==> src/rtl/scpad_xbar_arbiter_pkg.sv <==
// Shared types and constants for the scratchpad crossbar arbiter.
// Requester indices name the four scratchpad direction FSMs.
package scpad_xbar_arbiter_pkg;

    localparam int SCPAD_NUM_REQ = 4;
    localparam int SCPAD_ADDR_W  = 12;
    localparam int SCPAD_LEN_W   = 5;

    localparam int REQ_FE_RD = 0;
    localparam int REQ_FE_WR = 1;
    localparam int REQ_BE_RD = 2;
    localparam int REQ_BE_WR = 3;

    typedef enum logic [1:0] {
        ARB_IDLE      = 2'd0,
        ARB_BURST     = 2'd1,
        ARB_WAIT_RESP = 2'd2,
        ARB_DONE      = 2'd3
    } arb_state_t;

    typedef struct packed {
        logic                    write;
        logic [SCPAD_ADDR_W-1:0] addr;
        logic [SCPAD_LEN_W-1:0]  len;
    } scpad_burst_desc_t;

endpackage

==> src/rtl/scpad_rr_picker.sv <==
// Combinational round-robin picker: first asserted request
// found scanning upward from ptr, wrapping modulo NUM_REQ.
module scpad_rr_picker #(
    parameter int NUM_REQ = 4,
    parameter int IDW     = $clog2(NUM_REQ)
) (
    input  logic [NUM_REQ-1:0] req,
    input  logic [IDW-1:0]     ptr,
    output logic [NUM_REQ-1:0] grant,
    output logic [IDW-1:0]     idx,
    output logic               any_valid
);

    function automatic logic [IDW-1:0] wrap_idx(
        input logic [IDW-1:0] p,
        input int             k
    );
        int s;
        s = int'(p) + k;
        if (s >= NUM_REQ) s = s - NUM_REQ;
        return IDW'(s);
    endfunction

    logic [IDW-1:0] cand;

    always_comb begin
        grant     = '0;
        idx       = '0;
        any_valid = 1'b0;
        cand      = '0;
        for (int k = 0; k < NUM_REQ; k++) begin
            cand = wrap_idx(ptr, k);
            if (!any_valid && req[cand]) begin
                any_valid   = 1'b1;
                grant[cand] = 1'b1;
                idx         = cand;
            end
        end
    end

endmodule

==> src/rtl/scpad_xbar_arbiter.sv <==
// Round-robin owner of the scratchpad crossbar/SRAM issue port:
// accepts one burst, issues its beats, counts responses, pulses done.
module scpad_xbar_arbiter
    import scpad_xbar_arbiter_pkg::*;
#(
    parameter int NUM_REQ = SCPAD_NUM_REQ,
    parameter int ADDR_W  = SCPAD_ADDR_W,
    parameter int LEN_W   = SCPAD_LEN_W,
    localparam int IDW    = $clog2(NUM_REQ)
) (
    input  logic                    clk,
    input  logic                    rst,
    input  logic [NUM_REQ-1:0]      req_valid,
    input  logic [NUM_REQ-1:0]      req_write,
    input  logic [NUM_REQ*ADDR_W-1:0] req_addr,
    input  logic [NUM_REQ*LEN_W-1:0]  req_len,
    output logic [NUM_REQ-1:0]      req_ready,
    output logic                    grant_valid,
    output logic [IDW-1:0]          grant_id,
    output logic                    xbar_valid,
    input  logic                    xbar_ready,
    output logic                    xbar_write,
    output logic [ADDR_W-1:0]       xbar_addr,
    output logic                    xbar_last,
    input  logic                    sram_resp_valid,
    output logic [NUM_REQ-1:0]      done,
    output logic                    resp_err,
    output logic                    busy
);

    localparam int CW = LEN_W + 1;
    typedef logic [CW-1:0] cnt_t;

    arb_state_t        state;
    arb_state_t        state_n;
    logic [IDW-1:0]    rr_ptr;
    logic [IDW-1:0]    owner;
    scpad_burst_desc_t desc_q;
    scpad_burst_desc_t desc_in;
    cnt_t              beat_cnt;
    cnt_t              resp_cnt;

    logic [NUM_REQ-1:0] pick_grant;
    logic [IDW-1:0]     pick_idx;
    logic               pick_any;

    scpad_rr_picker #(
        .NUM_REQ (NUM_REQ),
        .IDW     (IDW)
    ) u_pick (
        .req       (req_valid),
        .ptr       (rr_ptr),
        .grant     (pick_grant),
        .idx       (pick_idx),
        .any_valid (pick_any)
    );

    always_comb begin
        desc_in.write = req_write[pick_idx];
        desc_in.addr  = req_addr[pick_idx*ADDR_W +: ADDR_W];
        desc_in.len   = req_len[pick_idx*LEN_W +: LEN_W];
    end

    cnt_t beats;
    cnt_t issued;
    cnt_t resp_nxt;
    logic hs;
    logic in_xfer;
    logic resp_ok;
    logic accept;
    logic last_beat;

    assign beats     = cnt_t'(desc_q.len) + cnt_t'(1);
    assign last_beat = (beat_cnt == cnt_t'(desc_q.len));
    assign hs        = (state == ARB_BURST) && xbar_ready;
    assign in_xfer   = (state == ARB_BURST) || (state == ARB_WAIT_RESP);
    // A response may land in the same cycle as the beat it answers.
    assign issued    = beat_cnt + cnt_t'(hs);
    assign resp_ok   = sram_resp_valid && in_xfer && (resp_cnt < issued);
    assign resp_nxt  = resp_cnt + cnt_t'(resp_ok);
    assign accept    = (state == ARB_IDLE) && pick_any;
    assign resp_err  = sram_resp_valid && !resp_ok && !rst;

    always_comb begin
        state_n = state;
        unique case (state)
            ARB_IDLE: begin
                if (pick_any) state_n = ARB_BURST;
            end
            ARB_BURST: begin
                if (hs && last_beat) begin
                    if (resp_nxt == beats) state_n = ARB_DONE;
                    else                   state_n = ARB_WAIT_RESP;
                end
            end
            ARB_WAIT_RESP: begin
                if (resp_nxt == beats) state_n = ARB_DONE;
            end
            ARB_DONE: begin
                state_n = ARB_IDLE;
            end
            default: state_n = ARB_IDLE;
        endcase
    end

    always_comb begin
        req_ready   = '0;
        grant_valid = 1'b0;
        grant_id    = '0;
        xbar_valid  = 1'b0;
        xbar_write  = 1'b0;
        xbar_addr   = '0;
        xbar_last   = 1'b0;
        done        = '0;
        busy        = 1'b0;
        unique case (state)
            ARB_IDLE: begin
                if (!rst) req_ready = pick_grant;
            end
            ARB_BURST: begin
                grant_valid = 1'b1;
                grant_id    = owner;
                busy        = 1'b1;
                xbar_valid  = 1'b1;
                xbar_write  = desc_q.write;
                xbar_addr   = desc_q.addr + ADDR_W'(beat_cnt);
                xbar_last   = last_beat;
            end
            ARB_WAIT_RESP: begin
                grant_valid = 1'b1;
                grant_id    = owner;
                busy        = 1'b1;
            end
            ARB_DONE: begin
                grant_valid = 1'b1;
                grant_id    = owner;
                busy        = 1'b1;
                done[owner] = 1'b1;
            end
            default: ;
        endcase
    end

    always_ff @(posedge clk or posedge rst) begin
        if (rst) begin
            state    <= ARB_IDLE;
            rr_ptr   <= '0;
            owner    <= '0;
            desc_q   <= '0;
            beat_cnt <= '0;
            resp_cnt <= '0;
        end else begin
            state <= state_n;
            if (accept) begin
                owner    <= pick_idx;
                desc_q   <= desc_in;
                beat_cnt <= '0;
                resp_cnt <= '0;
                if (pick_idx == IDW'(NUM_REQ - 1)) rr_ptr <= '0;
                else                               rr_ptr <= pick_idx + IDW'(1);
            end else begin
                if (hs) beat_cnt <= beat_cnt + cnt_t'(1);
                resp_cnt <= resp_nxt;
            end
        end
    end

endmodule

==> config.mk <==
export PLATFORM = sky130hd
export DESIGN_NAME = scpad_xbar_arbiter
export DESIGN_NICKNAME = d
export VERILOG_FILES = /design/src/rtl/scpad_xbar_arbiter_pkg.sv /design/src/rtl/scpad_rr_picker.sv /design/src/rtl/scpad_xbar_arbiter.sv
export SDC_FILE = /design/constraint.sdc
export NUM_CORES = 1
export LEC_CHECK = 0
export BUFFER_PORTS_ARGS = -buffer_cell sky130_fd_sc_hd__buf_2
export CORE_MARGIN = 3
export CORE_UTILIZATION = 51
export DETAILED_ROUTE_END_ITERATION = 6
export PLACE_DENSITY = 0.8
export SLEW_MARGIN = 20
export SYNTH_ARGS = -nofsm -noshare
export SYNTH_HDL_FRONTEND = slang
export SYNTH_SLANG_ARGS = --single-unit
==> constraint.sdc <==
create_clock -name clk -period 7.7 [get_ports clk]
set_input_delay 1.925 -clock clk [delete_from_list [all_inputs] [get_ports clk]]
set_output_delay 1.925 -clock clk [all_outputs]
set_load 0.01 [all_outputs]
# Word-level counts from Yosys, hierarchy flattened
# Index checks and enable logic that the tools add are counted.
# word_totals
out_inout_bits,28
in_bits,80
word_cells,132
reg_bits,36
# classes
n_mux,54
reduce_logical,25
n_bitwise,3
magnitude_cmp,16
eq_ne,9
shifts,2
n_addsub,13
mul,2
# ops
op,n
$shiftx 48x7->12,1
$mux 4,7
$mux 2,13
$shiftx 20x6->5,1
$mux 1,19
$lt 2x3->1 const B,6
$mux 6,3
$logic_and 1x1->1,15
$add 12x6->12,1
$add 6x1->6,2
$mux 12,1
$or 4x4->4,3
$bmux 1 s2,5
$demux 1 s2,5
$ge 2x1->1 const B,5
$ge 3x3->1 const B,3
$pmux 2 s4,1
$sub 2x1->2 const B,4
$add 2x2->3 const B,2
$add 5x1->6 const B,1
$add 6x1->6 const B,1
$eq 2x2->1 const B,3
$eq 6x5->1,1
$eq 6x6->1,1
other kinds (15),20

# Depth between registers and ports, before layout
# Gate-level depths: netlist (run 1).
# depth
ltp_word,16
depth_mapped,21
ltp_nobuf,21

# Modules after synthesis
# A second synthesis (run 1) with hierarchy kept.
# hier_totals
cells_unflattened,354
hier_area_um2,3303.2
# by_module_without_submodules
mod,cells_each,seq_area_each_um2,n_inst,area_each_um2
scpad_xbar_arbiter,309,900.9,1,2881.5
scpad_rr_picker,45,0.0,1,421.7

# Worst setup path after synthesis (run 1)
# Ideal clock, no wire load.
# synth_path
kind,input -> output
startpoint,in xbar_ready
endpoint,out resp_err
setup_slack_ns,1.763
arrival_time_ns,4.012
n_path_buf,0
required_time_ns,5.775
cell_stages,12
cell_sequence,inv_1 nor2_1 ha_1 ha_1 inv_1 ha_1 a21o_1 a21o_1 a21o_1 a21o_1 a211oi_1 nor3b_1
# synth_between
elab_chain_cells,7
# synth_lines
element,line_no,source
from (decl),scpad_xbar_arbiter.sv:21,"input logic xbar_ready,"
$logic_and 1x1->1,scpad_xbar_arbiter.sv:75,assign hs = (state == ARB_BURST) && xbar_ready;
$add 6x1->6,scpad_xbar_arbiter.sv:78,assign issued = beat_cnt + cnt_t'(hs);
$lt 6x6->1,scpad_xbar_arbiter.sv:79,assign resp_ok = sram_resp_valid && in_xfer && (resp_cnt < issued);
$logic_and 1x1->1,scpad_xbar_arbiter.sv:79,
$logic_not 1->1,scpad_xbar_arbiter.sv:82,assign resp_err = sram_resp_valid && !resp_ok && !rst;
$logic_and 1x1->1 (2 in series),scpad_xbar_arbiter.sv:82,
to (decl),scpad_xbar_arbiter.sv:27,"output logic resp_err,"
# No other way between the ends.

# Worst setup path after layout (run 1)
# Ends and elaborated chain as after synthesis.

==> results.yml, run 1 <==
finish:
  diodes: 0
  layout-drive-gt1-share_pct: 27.33
  syn_to_final_growth_pct: 17.91
  final_nets: 570
  design_area_um2: 3954
  fin_util_pct: 64.49
  stdcell_count: 536
placed_design:
  post_dp_cell_area_um2: 3842
  dp_cells: 528
  portBuffers: 107
  preCtsSetupSlack_ns: 1.360
  dp_hpwl_mm: 6.393
  globalplace.congestion: 0.9007
drt:
  route.vias.total: 3052
  routed_wl_mm: 8.246
  drtIter0Drc: 149
  via_per_inst: 5.694
  drtPass1Iterations: 4
  avgRoutedWirePerCell_um: 15.38
  drc: 0
  ant_nets: 0
logic_synthesis:
  synth_edf_count: 0
  synthTopCellsByCount: "mux2i_1 (40), nand2_1 (38), dfrtp_1 (36), nor2_1 (31), ha_1 (29)"
  synthCells: 363
  synth.most_common_cell: "mux2i_1"
  async_flop_share_pct: 100.0
  syn_nets: 473
  syn-mean-instance-area_um2: 9.238
  synth_top_area_share_pct: 26.87
  ys_seq_elements: 36
  seq_area_frac_synth_pct: 26.87
  synth_top_area_cell: "dfrtp_1"
  yosysWarnings: 0
  synth_area_um2: 3353
  synth_area_leaders: "dfrtp_1 (27%), mux2i_1 (12%), ha_1 (11%)"
  synthFlopType: "dfrtp_1"
  synth_cell_types: 53
floorplan:
  fp.dieW_um: 87.09
  start_util_pct: 54.69
  core_region_area_um2: 6131
  die_h_um: 87.09
  ios: 108
  core.rowCount: 28
  die_area_um2: 7584
timing:
  fin_tns_setup_ns: 0
  finalCriticalPeriod_ns: 6.337
  max_freq_ghz: 0.1578
  fin_crit_sh_pct: 82.30
  report.final.slew_viol_count: 0
  hold_slack_ns: 0.5056
  tightest_slew_ns: 0.9913
  relSlewSlack_pct: 33.91
  skew_ns: 0.009738
  setup_ws_ns: 1.363
  hold_violations: 0
  rsz0062_at_grt: "no"
  setup_viol_count_final: 0
worst_setup_path:
  worstSetupPathType: "in -> out"
  crit_family: "compound AO/OA/AOI/OAI gates"
  end_kind: "output port"
  critical_path_buf_inv_count: 4
  cpMostUsedCell: "a21o_1"
  slowest_stage: "nor2_1"
  cp.required_ns: 5.78
  cp.arrival_ns: 4.41
  max_stage_delay_ns: 0.36
  cp_cell_sequence: "buf_2 > inv_1 > nor2_1 > ha_1 > ha_1 > inv_1 > ha_1 > a21o_1 > a21o_1 > a21o_1 > a21o_1 > a211oi_1 > nor3b_1 > buf_2"
  worstSetupStartpointType: "input port"
  cp_max_fo: 7
status:
  status: "completed"
clock_network:
  cts_inserted_buffers: 5
  cts.path.max_buffers: 2
  hold_buffers: 0
  cts_tree: "yes"
  clk_latency_ns: 0.29
  clkSinkCount: 36
  post_cts_buffers: 0
  cts_resized: 0
  clk_pin_slew_ns: 0.07
  cts_root_buffer: "clkbuf_8"
  htree_levels: 2
run:
  drv_cap: 0
global_route:
  grt_pass1_vias: 3018
  grt_max_degree: 39
  grt_remaining_overflow: 0
  grt_pass1_wl_mm: 13.81
  track_usage_pct: 22.72
  antenna_found_initial: 0
pwr:
  vdd_drop_max_v: 0.0002145
  p_seq_share_pct: 24.4
  switching_share_pct: 46.50
  p_leak_nw: 2.022
  power-per-cell-area_nw_per_um2: 380.3
  clock_power_share_pct: 11.2
  power_frac_comb_pct: 64.4
  p_total_mw: 1.504
  p_switching_mw: 0.6992
  p_int_mw: 0.8045
worst_hold_path:
  holdCritPathClass: "reg -> reg"
==> cell usage in the layout, fill, tap and decap left out, types with 2 or more instances in the layout <==
cell,n
and2_1,9
inv_1,13
nor3b_1,2
nand3b_1,2
dfrtp_1,36
a221oi_1,5
mux4_2,2
a21oi_1,10
buf_4,3
nand3_1,11
a22oi_1,5
o21ai_1,4
a21o_1,8
mux2i_1,40
buf_2,107
ha_1,29
o21ai_0,8
nand4_1,4
o21bai_1,2
xor2_1,17
nand2_1,38
o221ai_1,18
and3_1,4
nor2_1,31
o21a_1,2
nor3_1,3
clkbuf_8,5
xnor2_1,16
or3_1,3
nor2b_1,2
==> area by class of cell <==
type | instances | area [um^2]
timing repair buffer | 110 | 558.0
sequential | 36 | 900.9
inverter | 14 | 52.55
clock buffer | 5 | 68.82
multi-input combinational | 293 | 2237
clock inverter | 3 | 42.54
fill | 516 | 2177
tap | 75 | 93.84
==> worst min-delay path: stages, from the launching register on <==
cell and delay, ns:
dfrtp_1 0.35, nand2_1 0.06, o221ai_1 0.06
==> worst paths after layout <==
path	from	end	slack [ns]	cells after the start
worst max register to register	state[1]$_DFFE_PP0P_	state[1]$_DFFE_PP0P_	2.33	21
max in group asynchronous	rst	desc_q[16]$_DFFE_PP0P_	5.63	3
worst min register to register	desc_q[7]$_DFFE_PP0P_	desc_q[7]$_DFFE_PP0P_	0.51	2
worst max-delay path	xbar_ready	resp_err	1.36	14
worst min-delay path	desc_q[7]$_DFFE_PP0P_	desc_q[7]$_DFFE_PP0P_	0.51	2
min in group asynchronous	rst	resp_cnt[0]$_DFF_PP0_	1.73	3
==> power groups by stage <==
stage / Clock (mW) / Combinational, mW / Sequential (mW)
floorplan: 0 / 0.847 / 0.329
global placement: 0 / 0.936 / 0.363
detailed placement: 0 / 0.969 / 0.370
CTS: 0.173 / 0.973 / 0.367
global route: 0.178 / 1.07 / 0.385
finish: 0.168 / 0.969 / 0.367
==> layer usage <==
metal / global-route usage (%) / vias up / part of all wire (%) / routed length (um)
li1: - / 1503 / - / -
met1: 29.57 / 1415 / 43 / 3511
met2: 38.72 / 121 / 49 / 4029
met3: 3.122 / 13 / 6.8 / 562
met4: 7.507 / 0 / 1.7 / 144
met5: 0 / - / 0 / 0
==> sequential cells by signal (all words and copies together), names as in the netlist, named ones only <==
| signal | flops |
|---|---|
| beat_cnt | 6 |
| desc_q | 18 |
| rr_ptr | 1 |
| state | 2 |
| resp_cnt | 6 |
| owner | 2 |
==> cell families (layout without fill, tap and decap cells) <==
logic type,after synthesis,after routing,synth area share [%]
flops,36,36,26.87
compound gates,70,70,15.45
fa+ha+maj,30,30,11.42
mux,45,45,14.74
xor+xnor,33,33,8.619
buf+inv,34,132,6.642
simple gates,115,115,16.27
Note: power is estimated with default switching activity, not from simulation.
==> run 2, diff against run 1 <==
- ABC_AREA: not set -> 1
- CORE_UTILIZATION: 51 -> 48
- PLACE_DENSITY: 0.8 -> 0.78
- clock period: 7.7 -> 5.05 ns (I/O delays scaled with it)
==> run 2 against run 1 <==
  * Combinational power rose by 110%
  * Clock power increased by 58%
  * Via count is 33% higher
  * Global-route usage is 0.23 points higher
==> results.yml, run 2 <==
status:
  status: "completed"
worst_hold_path:
  holdPathStages: 2
  min_from: "desc_q[10]$_DFFE_PP0P_"
  holdCritPathClass: "reg -> reg"
  hold_end: "desc_q[10]$_DFFE_PP0P_"
drt:
  drc: 0
  routed_wl_mm: 9.780
  avgRoutedWirePerCell_um: 12.78
  drtPass1Iterations: 5
  drtIter0Drc: 208
  via_per_inst: 5.292
  ant_nets: 0
  route.vias.total: 4048
logic_synthesis:
  syn-mean-instance-area_um2: 6.438
  ys_seq_elements: 36
  syn_nets: 682
  synth_top_area_share_pct: 24.46
  yosysWarnings: 0
  synthTopCellsByCount: "nand2_1 (174), nand3_1 (115), inv_1 (55), nor2_1 (37), dfrtp_1 (36)"
  synth.most_common_cell: "nand2_1"
  synth_cell_types: 35
  synth_area_um2: 3682
  seq_area_frac_synth_pct: 24.46
  synth_area_leaders: "dfrtp_1 (24%), nand2_1 (18%), nand3_1 (16%)"
  async_flop_share_pct: 100.0
  synth_top_area_cell: "dfrtp_1"
  synth_edf_count: 0
  synthFlopType: "dfrtp_1"
  synthCells: 572
worst_setup_path:
  cp.required_ns: 3.79
  end_kind: "output port"
  max_stage_delay_ns: 0.25
  cp_max_fo: 4
  worstSetupPathType: "in -> out"
  r2r_end: "state[0]$_DFFE_PP0P_"
  reg2reg_slack_ns: 1.07
  worstSetupStartpointType: "input port"
  cp.arrival_ns: 3.09
  cp_cell_sequence: "buf_2 > nand2_1 > inv_1 > ha_1 > ha_1 > nand3_1 > xor2_1 > ha_1 > nand2_1 > inv_1 > o2111ai_1 > nand4_1 > nand3_1 > inv_1 > buf_2"
  ff2ff_path_depth: 25
  slowest_stage: "ha_1"
  worstReg2RegStart: "state[1]$_DFFE_PP0P_"
timing:
  max_freq_ghz: 0.2297
  rsz0062_at_grt: "no"
  fin_tns_setup_ns: 0
  hold_slack_ns: 0.5300
  skew_ns: 0.01150
  hold_violations: 0
  setup_viol_count_final: 0
  fin_crit_sh_pct: 86.21
  tightest_slew_ns: 0.7768
  relSlewSlack_pct: 48.14
  finalCriticalPeriod_ns: 4.354
  report.final.slew_viol_count: 0
clock_network:
  htree_levels: 2
  cts_inserted_buffers: 5
  cts_tree: "yes"
  clkSinkCount: 36
  cts_root_buffer: "clkbuf_8"
  clk_pin_slew_ns: 0.08
  cts_resized: 0
  cts.path.max_buffers: 2
  clk_latency_ns: 0.30
  hold_buffers: 0
  post_cts_buffers: 0
global_route:
  antenna_found_initial: 0
  grt_pass1_vias: 3830
  grt_max_degree: 50
  grt_remaining_overflow: 0
  grt_pass1_wl_mm: 16.54
  track_usage_pct: 22.95
placed_design:
  dp_hpwl_mm: 7.602
  globalplace.congestion: 0.9418
  portBuffers: 107
  dp_cells: 757
finish:
  stdcell_count: 765
  fin_util_pct: 58.99
  layout_commonest_cell: "nand2_1"
  layout-drive-gt1-share_pct: 20.57
  final_nets: 775
  reg_top3: "desc_q (18), beat_cnt (6), resp_cnt (6)"
  largest_reg_flops: 18
  top_register: "desc_q"
  diodes: 0
  layout_common_cells: "nand2_1 (174), nand3_1 (115), buf_2 (107)"
  syn_to_final_growth_pct: 17.43
floorplan:
  die_h_um: 93.59
  ios: 108
  core.rowCount: 31
  fp.dieW_um: 93.59
  die_area_um2: 8758
  start_util_pct: 50.23
  core_region_area_um2: 7331
pwr:
  p_leak_nw: 2.459
  power-per-cell-area_nw_per_um2: 659.1
  p_total_mw: 2.850
  vdd_drop_max_v: 0.0005329
run:
  drv_cap: 0
==> run 2: changes by cell type after synthesis, moves of 6 or more <==
cell,before,now
nand2_1,38,174
o221ai_1,18,0
a21o_1,8,0
mux2i_1,40,0
a21oi_1,10,18
nand3_1,11,115
inv_1,13,55
xnor2_1,16,4
nor2_1,31,37
o21ai_0,8,20
buf_2,1,7
and2_1,9,0
==> run 2: worst max path at each step <==
stage	to	start	cells past startpoint	slack [ns]
5_1_grt	resp_err	xbar_ready	15	0.44
3_5_place_dp	state[0]$_DFFE_PP0P_	xbar_ready	23	0.66
4_1_cts	resp_err	xbar_ready	15	0.70
3_3_place_gp	resp_err	xbar_ready	14	0.78
2_1_floorplan	resp_err	xbar_ready	12	0.96
6_report	resp_err	xbar_ready	15	0.70
==> run 2: critical path, delay by kind of cell <==
family / cells / cell delay (ns)
AOI/OAI and AO/OA: 1 / 0.07
xor gates and xnor gates: 1 / 0.17
and+or+nand+nor: 5 / 0.51
adders and majority gates: 3 / 0.68
buffers and inverters: 5 / 0.40
==> run 2: logic make-up (layout without fill, tap and decap cells) <==
family                     count (synthesis)  count (layout)  synth area share (%)
xor gates and xnor gates                  17              17                 4.043
adders and majority gates                 30              30                 10.40
AOI/OAI and AO/OA                         51              51                 7.918
buffers and inverters                     85             179                 10.60
DFF                                       36              36                 24.46
and+or+nand+nor                          353             353                 42.58
==> run 2: area by class of cell <==
class	count	area, um^2
Fill cell	734	3007
Multi-Input combinational cell	451	2391
Sequential cell	36	900.9
Timing Repair Buffer	111	565.5
Inverter	60	227.7
Tap cell	99	123.9
Clock buffer	5	68.82
Clock inverter	3	46.29
==> run 2: metal layers <==
layer	up-vias	wire length [um]	track usage (%)
met5	-	0	0
met4	0	110	6.498
met3	10	621	3.138
met2	133	4660	39.13
met1	1855	4387	30.34
li1	2050	-	-
==> run 2: metrics by stage <==
stage	setup WS (ns)	instance area (um^2)
after detailed placement	0.6619	4209
after CTS	0.7018	4324
after global routing	0.4426	4324
after floorplan	0.9580	3682
final	0.6963	4324
after global placement	0.7767	4209
==> run 2: power by group <==
group	total [mW]	switching (mW)	internal [mW]
registers	0.550	0.146	0.404
clock network	0.266	0.117	0.149
logic	2.03	1.37	0.665
